### config.mk
export PLATFORM = sky130hd
export DESIGN_NAME = serial_subtractor_ctrl
export DESIGN_NICKNAME = d
export VERILOG_FILES = /design/src/rtl/serial_subtractor_ctrl.sv
export SDC_FILE = /design/constraint.sdc
export NUM_CORES = 1
export LEC_CHECK = 0
export ABC_CLOCK_PERIOD_IN_PS = 3200
export CAP_MARGIN = 20
export CELL_PAD_IN_SITES_DETAIL_PLACEMENT = 0
export CELL_PAD_IN_SITES_GLOBAL_PLACEMENT = 1
export CORE_UTILIZATION = 40
export DETAILED_ROUTE_END_ITERATION = 16
export PLACE_DENSITY = 0.95
export SYNTH_ARGS = -nofsm -noshare
export SYNTH_HDL_FRONTEND = slang
export SYNTH_SLANG_ARGS = --single-unit
### constraint.sdc
create_clock -name clk -period 3.2 [get_ports clk]
set_input_delay 0.8 -clock clk [delete_from_list [all_inputs] [get_ports clk]]
set_output_delay 0.8 -clock clk [all_outputs]
set_load 0.02 [all_outputs]
### src/rtl/serial_subtractor_ctrl.sv
// Bit-serial WIDTH-bit subtractor: one full-subtractor cell run LSB first, borrow held between cycles.
// Define SUB_ZERO_FLAG_EN to build the registered zero flag; otherwise zero is tied to 0.
module serial_subtractor_ctrl #(
    parameter int WIDTH = 8
) (
    input  logic             clk,
    input  logic             rst,
    input  logic             in_valid,
    output logic             in_ready,
    input  logic [WIDTH-1:0] a,
    input  logic [WIDTH-1:0] b,
    input  logic             bin,
    output logic             out_valid,
    input  logic             out_ready,
    output logic [WIDTH-1:0] diff,
    output logic             bout,
    output logic             zero,
    output logic             busy
);
    // state  | meaning
    // IDLE   | waiting for operands
    // RUN    | one bit per cycle through the cell
    // DONE   | result presented until consumed
    localparam int CW = $clog2(WIDTH);

    typedef enum logic [1:0] {S_IDLE, S_RUN, S_DONE} state_t;

    state_t           state_q;
    logic [WIDTH-1:0] sa_q;
    logic [WIDTH-1:0] sb_q;
    logic [WIDTH-2:0] res_q;
    logic [WIDTH-1:0] diff_q;
    logic [CW-1:0]    cnt_q;
    logic             brw_q;
    logic             bout_q;
    logic             out_valid_q;
    logic             busy_q;

    logic             d_bit;
    logic             brw_d;
    logic [WIDTH-1:0] res_d;

    assign d_bit = sa_q[0] ^ sb_q[0] ^ brw_q;
    assign brw_d = (~sa_q[0] & sb_q[0]) | (~(sa_q[0] ^ sb_q[0]) & brw_q);
    assign res_d = {d_bit, res_q};

    // Gated by rst so the port reads 0 while reset is held yet is 1 in the first cycle after.
    assign in_ready  = (state_q == S_IDLE) && !rst;
    assign out_valid = out_valid_q;
    assign diff      = diff_q;
    assign bout      = bout_q;
    assign busy      = busy_q;

`ifdef SUB_ZERO_FLAG_EN
    logic zero_q;
    assign zero = zero_q;
`else
    assign zero = 1'b0;
`endif

    always_ff @(posedge clk) begin
        if (rst) begin
            state_q     <= S_IDLE;
            sa_q        <= '0;
            sb_q        <= '0;
            res_q       <= '0;
            diff_q      <= '0;
            cnt_q       <= '0;
            brw_q       <= 1'b0;
            bout_q      <= 1'b0;
            out_valid_q <= 1'b0;
            busy_q      <= 1'b0;
`ifdef SUB_ZERO_FLAG_EN
            zero_q      <= 1'b0;
`endif
        end else begin
            case (state_q)
                S_IDLE: begin
                    if (in_valid) begin
                        sa_q    <= a;
                        sb_q    <= b;
                        brw_q   <= bin;
                        cnt_q   <= '0;
                        busy_q  <= 1'b1;
                        state_q <= S_RUN;
                    end
                end
                S_RUN: begin
                    sa_q  <= sa_q >> 1;
                    sb_q  <= sb_q >> 1;
                    brw_q <= brw_d;
                    res_q <= res_d[WIDTH-1:1];
                    cnt_q <= cnt_q + 1'b1;
                    // Result registers load only on the last bit, so no partial value is ever visible.
                    if (cnt_q == CW'(WIDTH - 1)) begin
                        diff_q      <= res_d;
                        bout_q      <= brw_d;
                        out_valid_q <= 1'b1;
                        state_q     <= S_DONE;
`ifdef SUB_ZERO_FLAG_EN
                        zero_q      <= ~|res_d;
`endif
                    end
                end
                S_DONE: begin
                    if (out_ready) begin
                        out_valid_q <= 1'b0;
                        busy_q      <= 1'b0;
                        state_q     <= S_IDLE;
                    end
                end
                default: state_q <= S_IDLE;
            endcase
        end
    end
endmodule

==> results of run 1 <==
## cell usage after synthesis
library cell  count
dfxtp_1          40
nor2_1           29
nand2_1          23
a21oi_1          21
a211oi_1         14
o2bb2ai_1        10
nand3_1           8
buf_2             6
clkbuf_1          5
o21ai_0           4
o22ai_1           4
buf_4             3
a22oi_1           2
ha_1              2
inv_1             2
nand2b_1          2
nand4_1           2
nor3_1            2
a2111oi_2         1
a221oi_1          1
a2bb2oi_1         1
a311oi_1          1
and2b_1           1
buf_1             1
buf_6             1
clkinv_1          1
conb_1            1
fa_1              1
inv_2             1
nand2b_2          1
nand3b_1          1
nor2b_1           1
nor3b_1           1
o21ba_4           1
o21bai_1          1
or3_1             1
## layout by cell type (no fill, tap or decap)
master / count
nor3_1: 2
nor3b_1: 1
a311oi_1: 1
a2bb2oi_1: 1
nor2_1: 29
a221oi_1: 1
o21ba_4: 1
nand2b_1: 2
inv_1: 2
clkdlybuf4s50_1: 32
ha_1: 2
conb_1: 1
a211oi_1: 14
o21bai_1: 1
nor2b_1: 1
fa_1: 1
nand3_1: 8
clkinv_1: 1
a22oi_1: 2
nand2_1: 23
dfxtp_1: 40
o21ai_0: 4
nand3b_1: 1
clkbuf_8: 7
a2111oi_2: 1
and2b_1: 1
nand2b_2: 1
buf_4: 3
a21oi_1: 21
or3_1: 1
o22ai_1: 4
o2bb2ai_1: 10
inv_2: 1
nand4_1: 2
## path summary, 6_finish.rpt
check / from / end / slack (ns) / cells past startpoint
setup / recovery: rst / in_ready / 0.28 / 3
hold / removal: diff[4] / diff[4] / 0.46 / 2
hold reg to reg: diff[4] / diff[4] / 0.46 / 2
setup reg to reg: cnt_q[0] / diff[2] / 1.47 / 5
## state kept, by name (all words and copies together), names as in the netlist
signal,count
diff,8
out_valid,1
brw_q,1
busy,1
cnt_q,3
bout,1
res_q,7
state_q,2
sb_q,8
sa_q,8
## cell families after synthesis
logic type	after synthesis	synth area share (%)
other	1	0.222
adder cells (fa/ha/maj)	3	2.67
AO/OA/AOI/OAI	61	25.1
buffers and inverters	20	6.00
flip-flops	40	47.4
AND/OR/NAND/NOR	72	18.6
## layer usage
metal	track usage [%]	wire length (um)	share of wire (%)	vias to the layer above
li1	-	-	-	739
met1	21.9	1700	49	662
met2	27.7	1560	45	26
met3	5.82	135	3.9	7
met4	8.78	85	2.4	0
met5	0	0	0	-
## metrics by stage
step / area, um^2 / power [uW] / std cells
detailed placement: 2010 / 691 / 266
floorplan: 1690 / 645 / 197
global placement: 2010 / 689 / 266
global route: 2100 / 1080 / 273
finish: 2100 / 1040 / 273
CTS: 2100 / 1050 / 273
## where the power goes
| part | internal [uW] | total, uW | switching, uW |
|---|---|---|---|
| clock | 192 | 359 | 168 |
| sequential | 524 | 539 | 14.4 |
| combinational | 66.3 | 141 | 74.5 |
## worst reg2reg max path, delay by kind of cell, from the launching register on
kind,cells,cell delay [ns]
adders and majority gates,2,0.60
DFF,1,0.36
and+or+nand+nor,2,0.57
AOI/OAI and AO/OA,1,0.07
## layout make-up
type                            count  area [um^2]
Tap cell                           50         62.6
Clock buffer                        7         96.3
Sequential cell                    40          801
Fill cell                         401         1930
Timing Repair Buffer               35          343
Inverter                            4         15.0
Multi-Input combinational cell    137          786
==> flow_summary.ini, run 1 <==
[sta]
tightest_slew_ns = 0.659
hold_viol_final = 0
timing.final.crit_period_ns = 2.92
hold_ws_ns = 0.455
maxSlewHeadroom_pct = 56.1
post-route-period-util_pct = 91.4
maxSlewViolCount = 0
finClkSkew_ns = 0.00381
layout_setup_ws_ns = 0.275
fin_tns_setup_ns = 0
fmax_ghz = 0.342
rsz0062_at_grt = false
setup-violations-final = 0

[floorplanning]
row_count = 23
core-area_um2 = 4030
die_h_um = 67.0
die_area_um2 = 4480
start_util_pct = 41.9
die-width_um = 67.0
io_pins = 34

[layout]
final_nets = 247
diodes = 0
layout-drive-gt1-share_pct = 6.28
synthToLayoutAreaGrowth_pct = 24.6
utilization_pct = 52.2

[worst_setup_path]
crit_path_frequent_cell = clkdlybuf4s50_1
cp.arrival_ns = 2.12
critical_path_class = in -> out
cp_slowest_cell = clkdlybuf4s50_1
cp_max_fo = 2
path_buf_inv = 2
crit_path_end_kind = primary output
crit_chain = clkdlybuf4s50_1, nor3_1, clkdlybuf4s50_1
cp_top_family = buffers and inverters
critPathMaxStageDelay_ns = 0.66
required_ns = 2.40
start_kind = input port

[min_path]
hold_class = reg -> reg

[detailed_routing]
wl_per_cell_um = 12.8
postRouteAntennaNets = 0
num_vias = 1434
drt_iter0_drc = 122
finalWirelength_um = 3480
vias_per_cell = 5.25
drc = 0
first_pass_iters = 4

[clock_tree]
post_cts_buffers = 0
ctsHoldBuffers = 0
clock-sinks = 40
cts_resized = 0
clockRootBuffer = clkbuf_8
cts_tree = built
path_clk_slew_ns = 0.07
cts_made_buffers = 5
h-tree-depth = 2
insertion_delay_ns = 0.29
ctsLongestPathBuffers = 2

[global_routing]
grt_pass1_vias = 1300
overflow = 0
grt_antenna_before_repair = 0
grt_usage_pct = 17.8
grt_max_degree = 41
grt_pass1_wl_um = 5840

[synthesis]
yosys.area.top_type = dfxtp_1
syn_nets = 221
synth_seq_cells = 40
yosysWarnings = 0
netlist_area_um2 = 1690
postSynthAreaPerCell_um2 = 8.57
yosysTopAreaCellShare_pct = 47.4
synth.area.top_cells = dfxtp_1, nor2_1, a211oi_1
seq_area_frac_synth_pct = 47.4
postSynthCellCount = 197
ys_types = 36

[place]
io_buffers = 32
post-dp-hpwl_um = 2280
place_ws_ns = 0.273
gp_congestion = 0.738

[power]
ir_worst_vdd_uv = 283
powerDensity_nw_per_um2 = 494
p_leak_uw = 0.000742

[status]
status = completed

[flow_run]
maxCapViolCount = 0
Note: power is estimated with default switching activity, not from simulation.
==> run 2, diff against run 1 <==
Settings changed: PLACE_DENSITY 0.95 to 0.83.
==> run 2 against run 1 <==
Effect of this change: clock skew up 0.0037 ns; highest routed layer unchanged; worst hold slack gained 0.0012 ns; sequential share of layout area increased by 0.50 points; core utilization is 0.68 points lower; final area shrank 1.3%; global-route usage up 0.70 points; combinational power barely moved; worst setup slack better by 0.069 ns; count of clock-buffer cells in the layout fell by 2; non-clock buffer count unchanged; critical path depth stayed put; largest power group unchanged; sequential cell count did not move.
==> flow_summary.ini, run 2 (same netlist as run 1, synthesis figures left out) <==
[status]
status = completed

[floorplanning]
die_area_um2 = 4480
start_util_pct = 41.9
die-width_um = 67.0
io_pins = 34
core-area_um2 = 4030
die_h_um = 67.0
row_count = 23

[layout]
diodes = 0
layout-drive-gt1-share_pct = 5.43
synthToLayoutAreaGrowth_pct = 23.0
fillers = 388
postLayoutCellArea_um2 = 2080
regArea_um2 = 801
final_cell_mix = dfxtp_1, clkdlybuf4s50_1, nor2_1
layout_commonest_cell = dfxtp_1
final_nets = 247
multi_input_area_um2 = 786

[detailed_routing]
postRouteAntennaNets = 0
num_vias = 1450
vias_per_cell = 5.35
wl_per_cell_um = 13.3
drt_iter0_drc = 100
drc = 0
finalWirelength_um = 3610
first_pass_iters = 4

[flow_run]
maxCapViolCount = 0

[place]
io_buffers = 32
post-dp-hpwl_um = 2470
place_ws_ns = 0.351
gp_congestion = 0.784
placed_area_um2 = 2010

[power]
powerDensity_nw_per_um2 = 468
p_sw_share_pct = 24.7
p_leak_uw = 0.000727
p_seq_share_pct = 55.5
power_frac_clock_pct = 30.0
ir_worst_vdd_uv = 263
share_comb_of_total_power_pct = 14.5
p_int_uw = 731
power.switching_uw = 240

[sta]
timing.final.crit_period_ns = 2.86
tightest_slew_ns = 0.657
rsz0062_at_grt = false
fin_tns_setup_ns = 0
hold_ws_ns = 0.457
maxSlewViolCount = 0
post-route-period-util_pct = 89.2
layout_setup_ws_ns = 0.345
hold_viol_final = 0
finClkSkew_ns = 0.00747
maxSlewHeadroom_pct = 56.2
setup-violations-final = 0
fmax_ghz = 0.350

[worst_setup_path]
r2r_cells = 5
cp_max_fo = 2
required_ns = 2.40
worstReg2RegStart = cnt_q[0]
r2r_end = diff[3]
critical_path_class = in -> out
cp.arrival_ns = 2.06
crit_path_end_kind = primary output
reg2reg_setup_slack_ns = 1.46
start_kind = input port

[global_routing]
grt_max_degree = 41
grt_pass1_wl_um = 6170
grt_usage_pct = 18.5
overflow = 0
grt_pass1_vias = 1402
grt_antenna_before_repair = 0

[clock_tree]
cts_resized = 0
ctsLongestPathBuffers = 2
post_cts_buffers = 0
ctsHoldBuffers = 0
path_clk_slew_ns = 0.07
h-tree-depth = 2
cts_tree = built
clock-sinks = 40
cts_made_buffers = 5
clockRootBuffer = clkbuf_8
insertion_delay_ns = 0.28

[min_path]
worst_hold_startpoint = diff[7]
hold_class = reg -> reg
min_to = diff[7]
holdPathStages = 2
run 2: changes by cell type in the layout (fill, tap and decap cells not counted):
cell      delta
clkbuf_8     -2
run 2: worst max path at each step:
stage               startpoint        to  slack (ns)
global route               rst  in_ready        0.26
detailed placement         rst  in_ready        0.35
finish                     rst  in_ready        0.34
global placement           rst  in_ready        0.34
floorplan                  rst  in_ready        0.95
CTS                        rst  in_ready        0.33
run 2: area by class of cell:
| class | instances | area share (%) |
|---|---|---|
| Multi-Input combinational cell | 137 | 37.9 |
| Clock buffer | 5 | 3.32 |
| Timing Repair Buffer | 35 | 16.5 |
| Inverter | 4 | 0.723 |
| Tap cell | 50 | 3.01 |
| Sequential cell | 40 | 38.6 |
run 2: routing by layer:
layer / up-vias / wire length, um / track usage, %
met1: 671 / 1650 / 21.3
met3: 2 / 169 / 6.51
met4: 0 / 17 / 5.85
met2: 36 / 1770 / 31.7
met5: - / 0 / 0
li1: 741 / - / -
run 2: power groups by stage:
stage                     clock, uW  combinational, uW  sequential, uW
final                           291                141             539
after floorplan                   0               96.0             549
after global placement            0                139             549
after global routing            330                156             542
after detailed placement          0                141             550
after CTS                       301                142             539
run 2: per-stage QoR:
stage          util, %  cells  total power, uW
2_1_floorplan        -    197              645
5_1_grt           51.5    271             1030
3_3_place_gp      49.8    266              688
6_report          51.5    271              971
3_5_place_dp      49.8    266              691
4_1_cts           51.5    271              982
run 2: critical path, stage by stage:
cell and delay [ns]:
clkdlybuf4s50_1 0.45, nor3_1 0.17, clkdlybuf4s50_1 0.63
==> run 3, diff against run 2 <==
Settings changed: CAP_MARGIN 20 to default.
==> results of run 3 <==
No change in the layout: final DEF, timing and power equal those of run 2.
